===== config.mk =====
export PLATFORM = sky130hd
export DESIGN_NAME = fetch_if_id_stage
export DESIGN_NICKNAME = d
export VERILOG_FILES = /design/src/rtl/fetch_pkg.sv /design/src/rtl/fetch_if_id_stage_if_id_reg.sv /design/src/rtl/fetch_if_id_stage.sv
export SDC_FILE = /design/constraint.sdc
export NUM_CORES = 1
export LEC_CHECK = 0
export BUFFER_PORTS_ARGS = -buffer_cell sky130_fd_sc_hd__buf_2
export CAP_MARGIN = 15
export CELL_PAD_IN_SITES_DETAIL_PLACEMENT = 0
export CELL_PAD_IN_SITES_GLOBAL_PLACEMENT = 1
export CORE_ASPECT_RATIO = 0.6
export CORE_UTILIZATION = 44
export DETAILED_ROUTE_END_ITERATION = 8
export PLACE_DENSITY = 0.8
export RECOVER_POWER = 50
export SLEW_MARGIN = 20
export SYNTH_ARGS = -nofsm -noshare
export SYNTH_HDL_FRONTEND = slang
export SYNTH_SLANG_ARGS = --single-unit

===== constraint.sdc =====
create_clock -name clk -period 4.3 [get_ports clk]
set_clock_uncertainty 0.1 [all_clocks]
set_input_delay 0.43 -clock clk [delete_from_list [all_inputs] [get_ports clk]]
set_output_delay 0.43 -clock clk [all_outputs]
set_load 0.01 [all_outputs]

===== src/rtl/fetch_pkg.sv =====
// fetch_pkg: shared types and defaults for the instruction-fetch stage.
//   fetch_state_e : fetch FSM states (FETCH, HOLD, DRAIN)
//   FETCH_PC_STEP / FETCH_RESET_PC : default PC increment and reset PC
//   if_id_t       : IF/ID payload {valid, pc, instruction} at default widths
package fetch_pkg;

    localparam int FETCH_PC_W    = 8;
    localparam int FETCH_INSTR_W = 32;
    localparam int FETCH_PC_STEP = 4;
    localparam logic [FETCH_PC_W-1:0] FETCH_RESET_PC = 8'h00;

    typedef enum logic [1:0] {
        FETCH = 2'd0,   // request outstanding at pc_q
        HOLD  = 2'd1,   // response captured while ID stalled, no request
        DRAIN = 2'd2    // waiting out a request abandoned by a redirect
    } fetch_state_e;

    typedef struct packed {
        logic                     valid;
        logic [FETCH_PC_W-1:0]    pc;
        logic [FETCH_INSTR_W-1:0] instruction;
    } if_id_t;

endpackage


===== src/rtl/fetch_if_id_stage_if_id_reg.sv =====
// if_id_reg: IF/ID pipeline register.
//   clk, rst        : clock, async active-high reset (clears everything)
//   flush           : clear valid only (bubble / redirect); wins over load
//   load            : capture {1, load_pc, load_instruction}
//   valid, pc, instruction : registered outputs to ID
// With neither control asserted the register holds.
module if_id_reg #(
    parameter int PC_WIDTH    = 8,
    parameter int INSTR_WIDTH = 32
) (
    input  logic                   clk,
    input  logic                   rst,
    input  logic                   flush,
    input  logic                   load,
    input  logic [PC_WIDTH-1:0]    load_pc,
    input  logic [INSTR_WIDTH-1:0] load_instruction,
    output logic                   valid,
    output logic [PC_WIDTH-1:0]    pc,
    output logic [INSTR_WIDTH-1:0] instruction
);

    always_ff @(posedge clk or posedge rst) begin
        if (rst) begin
            valid       <= 1'b0;
            pc          <= '0;
            instruction <= '0;
        end else if (flush) begin
            // pc/instruction keep their old values; only valid matters to ID
            valid <= 1'b0;
        end else if (load) begin
            valid       <= 1'b1;
            pc          <= load_pc;
            instruction <= load_instruction;
        end
    end

endmodule


===== src/rtl/fetch_if_id_stage.sv =====
// fetch_if_id_stage: instruction fetch (PC, imem request FSM, hold buffer)
// plus the IF/ID register feeding decode.
//   clk, rst                     : clock, async active-high reset
//   stall                        : ID cannot accept, IF/ID holds
//   redirect_valid, redirect_pc  : taken branch/jump, flush and refetch
//   imem_req, imem_addr          : request port, held stable until imem_ready
//   imem_ready, imem_rdata       : response (sampled only while imem_req=1)
//   id_valid, id_pc, id_instruction : registered IF/ID contents
module fetch_if_id_stage
    import fetch_pkg::*;
#(
    parameter int                  PC_WIDTH    = FETCH_PC_W,
    parameter int                  INSTR_WIDTH = FETCH_INSTR_W,
    parameter logic [PC_WIDTH-1:0] RESET_PC    = FETCH_RESET_PC,
    parameter int                  PC_STEP     = FETCH_PC_STEP
) (
    input  logic                   clk,
    input  logic                   rst,
    input  logic                   stall,
    input  logic                   redirect_valid,
    input  logic [PC_WIDTH-1:0]    redirect_pc,
    output logic                   imem_req,
    output logic [PC_WIDTH-1:0]    imem_addr,
    input  logic                   imem_ready,
    input  logic [INSTR_WIDTH-1:0] imem_rdata,
    output logic                   id_valid,
    output logic [PC_WIDTH-1:0]    id_pc,
    output logic [INSTR_WIDTH-1:0] id_instruction
);

    localparam logic [PC_WIDTH-1:0] STEP = PC_WIDTH'(PC_STEP);

    fetch_state_e           state_q, state_d;
    logic [PC_WIDTH-1:0]    pc_q, pc_d;
    logic [PC_WIDTH-1:0]    drain_q, drain_d;
    logic [PC_WIDTH-1:0]    hold_pc_q, hold_pc_d;
    logic [INSTR_WIDTH-1:0] hold_ins_q, hold_ins_d;

    logic                   ld, fl;
    logic [PC_WIDTH-1:0]    ld_pc;
    logic [INSTR_WIDTH-1:0] ld_ins;

    // rst gates the request so an in-flight fetch aborts immediately
    assign imem_req  = ((state_q == FETCH) || (state_q == DRAIN)) && !rst;
    assign imem_addr = (state_q == DRAIN) ? drain_q : pc_q;

    always_comb begin
        state_d    = state_q;
        pc_d       = pc_q;
        drain_d    = drain_q;
        hold_pc_d  = hold_pc_q;
        hold_ins_d = hold_ins_q;
        ld         = 1'b0;
        fl         = 1'b0;
        ld_pc      = pc_q;
        ld_ins     = imem_rdata;

        if (redirect_valid) begin
            // Any same-cycle response is dropped; only an unanswered
            // request forces a drain so the memory port stays consistent.
            fl         = 1'b1;
            pc_d       = redirect_pc;
            hold_pc_d  = '0;
            hold_ins_d = '0;
            unique case (state_q)
                FETCH: begin
                    if (!imem_ready) begin
                        state_d = DRAIN;
                        drain_d = pc_q;
                    end
                end
                HOLD:  state_d = FETCH;
                DRAIN: if (imem_ready) state_d = FETCH;
                default: state_d = FETCH;
            endcase
        end else begin
            unique case (state_q)
                FETCH: begin
                    if (imem_ready) begin
                        pc_d = pc_q + STEP;
                        if (stall) begin
                            hold_pc_d  = pc_q;
                            hold_ins_d = imem_rdata;
                            state_d    = HOLD;
                        end else begin
                            ld = 1'b1;
                        end
                    end else if (!stall) begin
                        fl = 1'b1;   // bubble into ID
                    end
                end
                HOLD: begin
                    if (!stall) begin
                        ld         = 1'b1;
                        ld_pc      = hold_pc_q;
                        ld_ins     = hold_ins_q;
                        hold_pc_d  = '0;
                        hold_ins_d = '0;
                        state_d    = FETCH;
                    end
                end
                DRAIN: if (imem_ready) state_d = FETCH;
                default: state_d = FETCH;
            endcase
        end
    end

    always_ff @(posedge clk or posedge rst) begin
        if (rst) begin
            state_q    <= FETCH;
            pc_q       <= RESET_PC;
            drain_q    <= '0;
            hold_pc_q  <= '0;
            hold_ins_q <= '0;
        end else begin
            state_q    <= state_d;
            pc_q       <= pc_d;
            drain_q    <= drain_d;
            hold_pc_q  <= hold_pc_d;
            hold_ins_q <= hold_ins_d;
        end
    end

    if_id_reg #(
        .PC_WIDTH    (PC_WIDTH),
        .INSTR_WIDTH (INSTR_WIDTH)
    ) u_if_id (
        .clk              (clk),
        .rst              (rst),
        .flush            (fl),
        .load             (ld),
        .load_pc          (ld_pc),
        .load_instruction (ld_ins),
        .valid            (id_valid),
        .pc               (id_pc),
        .instruction      (id_instruction)
    );

endmodule


Word-level counts from Yosys, hierarchy flattened --
Cells that the tools add are included.
Word-level totals: flip-flop bits (word level) 99, bits in latches 0, bits in writable memories 0, bits in read-only memories 0, input port bits 45, output and inout port bits 50, logic and storage cells 65, memories 0
Operators by class: $add $sub $neg 1, $mul 0, divide/modulo/power cells 0, order comparisons 0, equality and inequality tests 6, shifts and indexed selects 0, muxes and demuxes 35, bitwise gates (word level) 2, reductions and logical operators 13
Operator list (number):
- 32-bit two-way mux | 6
- 8-bit two-way mux | 10
- 32-bit case mux with 2 select lines | 1
- 8-bit case mux with 2 select lines | 1
- 2-bit two-way mux | 6
- 3-bit inequality test, second input constant | 4
- 8-bit by 3-bit adder with 8-bit output, second input constant | 1
- 1-bit two-way mux | 8
- 2-bit case mux with 3 select lines | 1
- 3-bit AND reduction | 2
- 2-bit nonzero test | 3
- 2-bit case mux with 2 select lines | 1
- 2-bit AND reduction | 2
- 4-bit AND reduction | 1
- 3-bit nonzero test | 1
- 2-bit by 1-bit equality test with 1-bit output, second input constant | 1
- 2-bit equality test, second input constant | 1
- 2-bit zero test | 1
- 1-bit NOT | 2
- 1-bit case mux with 2 select lines | 1
- 1-bit logical AND | 1
- 1-bit zero test | 1
- 1-bit logical OR | 1

Logic depth before layout (Yosys ltp) --
depth in word-level cells 6, depth in mapped cells 6, depth with buffers taken out 4

Modules after synthesis --
A second synthesis with hierarchy kept.
Second synthesis, totals: cells, all modules 328, area, all modules 4489.3 um2
Modules (own cells, without submodules):
- fetch_if_id_stage | times used 1, cells each 239, area an instance 2921.6 um2, seq. area each 1451.4 um2
- if_id_reg | times used 1, cells each 89, area an instance 1567.8 um2, seq. area each 1026.0 um2

Least setup slack after synthesis --
OpenSTA, ideal clock, no wires.
path type register -> register, start register state_q[0], end register u_if_id.instruction[24], setup time 0.125 ns, data arrival time 1.614 ns, required time 4.075 ns, setup slack 2.461 ns, stages on the path, launching flop included 6, buffers on the path 2, period minus slack after synthesis 1.839 ns, path through dfrtp_1 -> buf_2 -> nor4b_2 -> buf_4 -> mux2_2 -> mux2_2
Between the ends: cells in the longest elaborated chain, start to end 5, elaborated cells on any way between the ends 10, those cells by class eq/ne: 1; mux: 6; bitwise: 1; reduce/logical: 2
RTL lines:
- from (decl) | line fetch_if_id_stage.sv:33 | fetch_state_e state_q, state_d;
- from (signal assigned) | line fetch_if_id_stage.sv:116 | state_q <= state_d;
- parallel branches: the longest is 5 deep, another holds 2-bit by 1-bit equality test with 1-bit output
- to (signal assigned) | line fetch_if_id_stage_if_id_reg.sv:33 | instruction <= load_instruction;
- to (decl) | line fetch_if_id_stage_if_id_reg.sv:19 | output logic [INSTR_WIDTH-1:0] instruction
Parallel ways; which one is timed is not known. A chain may end at the register's enable or synchronous reset.

==> impl_metrics.tcl <==
set metrics [dict create \
    final_cells 534 \
    reg2reg_from "state_q[0]" \
    synth_xor_xnor_area_share_pct 0.3937 \
    fin_hold_ws_ps 202.9 \
    synth_top_area_share_pct 55.68 \
    setup_slack_ps 1460 \
    cts_hold_buf 0 \
    fp.dieW_um 131.8 \
    htreeDepth 3 \
    slew_viol_final 69 \
    cts_tree "built" \
    path_class "in -> async" \
    finalPower_mw 2.415 \
    die-area_um2 10530 \
    grt_pass1_wl_um 15150 \
    stdcell_area_um2 5253 \
    cts_root_buf "clkbuf_16" \
    syn-num-nets 358 \
    grt_overflow_total 0 \
    place.gp.congestion 0.7617 \
    drt_pass1_iterations 4 \
    worstPathArrival_ps 3100 \
    final_util_pct 53.36 \
    hold_class "in -> reg" \
    syn_inst 312 \
    clock-sinks 99 \
    diodes 0 \
    synth_edf_count 0 \
    nNetsFinal 440 \
    synth_adder_area_share_pct 0.2812 \
    worst_pin_slew_ps 2942 \
    ir_worst_vdd_uv 212.7 \
    die_h_um 79.89 \
    ff2ff_setup_slack_ps 2040 \
    wire_per_inst_um 17.66 \
    finalSetupViolations 0 \
    antenna_found_initial 0 \
    clk_latency_ps 330 \
    rows 28 \
    rsz0062_at_grt "no" \
    numCtsBuffers 9 \
    dp_hpwl_um 6147 \
    min_period_over_period_pct 66.06 \
    yosysSeqAreaShare_pct 55.68 \
    ys_ff_latch 99 \
    hold_viol 0 \
    drive_gt1_share_pct 41.35 \
    synthMuxAreaShare_pct 24.78 \
    start_util_pct 45.20 \
    synth-simple-area-share_pct 4.781 \
    place_inst 518 \
    p_leak_nw 2.249 \
    post-place-ws_ps 1731 \
    fin_crit_ps 2840 \
    grt_use_total_pct 18.72 \
    synth_area_leader_cell "dfrtp_1" \
    timing.fmax_mhz 352.1 \
    status "complete, but fails checks" \
    num_vias 2976 \
    max_slew_margin_pct -97.21 \
    ios 95 \
    synth_area_um2 4449 \
    synth_top_family_by_area "multiplexers" \
    fp.coreArea_um2 9844 \
    cts_max_path_buffers 2 \
    yosysWarnings 0 \
    synth_area_leaders "dfrtp_1 (56%), mux2_2 (23%), a32o_1 (9.0%), mux2_1 (2.0%), buf_2 (1.2%)" \
    maxCapViolCount 1 \
    fin_tns_setup_ps 0 \
    violations "capacitance limit, slew limit" \
    grt_max_degree 69 \
    path_clk_slew_ps 60 \
    synth.distinct_cells 35 \
    post-cts-setup-buffers 0 \
    required_ps 4560 \
    cts_resized 0 \
    min_from "redirect_pc[3]" \
    routed_via_density 5.573 \
    wl_um 9433 \
    avgSynthCellArea_um2 14.26 \
    power_density_nw_per_um2 459.7 \
    startpoint "rst" \
    drc_errors 0 \
    worstPathMaxFanout 68 \
    fillers 869 \
    layout_common_cells "dfrtp_1 (99), mux2_2 (89), buf_2 (51), clkbuf_1 (45), a32o_1 (40)" \
    startpoint_type "primary input" \
    ant_nets 0 \
    synthArstFlopShare_pct 100.0 \
    grt_pass1_vias 2866 \
    endpoint_kind "asynchronous set/reset pin" \
    drt_iter0_markers 148 \
    synthToLayoutAreaGrowth_pct 18.05 \
    synth_compound_area_share_pct 10.74 \
    final_common_cell "dfrtp_1" \
    place_area_um2 5009 \
    ys.flop_type "dfrtp_1" \
    numPortBuffers 94 \
]
[worst max-delay path, stage by stage]
cell,delay (ps)
clkbuf_1,90
clkinvlp_2,1650
clkbuf_2,870
[final cells by class]
class                           instances  area (um^2)  share of cell area (%)
Clock inverter                          3        46.29                  0.8814
Clock buffer                           13        260.3                   4.955
Timing Repair Buffer                   99        451.7                   8.599
Sequential cell                        99         2477                   47.17
Tap cell                              135        168.9                   3.216
Inverter                                3        12.51                  0.2382
Multi-Input combinational cell        182         1836                   34.95
[kinds of logic (layout without fill, tap and decap cells)]
kind of cell    Yosys count  count (layout)
simple gates             30              30
mux                      98              98
buf+inv                  31             118
flops                    99              99
xor+xnor                  2               2
compound gates           51              51
fa+ha+maj                 1               1
[where the power goes]
part / switching [mW] / internal [mW] / total (mW)
combinational: 0.218 / 0.214 / 0.432
sequential: 0.0970 / 1.08 / 1.17
clock: 0.326 / 0.484 / 0.810
total: 0.641 / 1.77 / 2.41
[synth_stat cells, types with 2 or more instances]
cell       n
mux2_1     8
nor2_1     6
xnor2_1    2
nor2b_1    3
clkbuf_1  12
a221o_1    2
nand2_1    5
and3_1     2
nand3_1    2
mux2_2    89
dfrtp_1   99
buf_4      5
o21ai_0    4
a32o_1    40
buf_2     11
nor4b_1    2
inv_1      2
[metal layers]
metal	share of wire, %	vias up	GRT usage [%]
met2	40	92	25.34
met1	52	1507	28.49
met3	6.3	9	5.651
met5	0	-	0
li1	-	1368	-
met4	0.85	0	4.535
[registers in the layout, indices dropped and copies added (netlist names)]
name and cells:
state_q 2, drain_q 8, hold_ins_q 32, u_if_id.instruction 32
hold_pc_q 8, pc_q 8, u_if_id.valid 1, u_if_id.pc 8
[worst paths after layout]
path,cells past startpoint,endpoint
max,3,hold_ins_q[5]
min,3,pc_q[3]
max reg2reg,4,u_if_id.pc[1]
min reg2reg,1,drain_q[2]
max in group clk,3,imem_addr[0]
min in group asynchronous,2,pc_q[4]
Power figures use the tool's default switching activity.
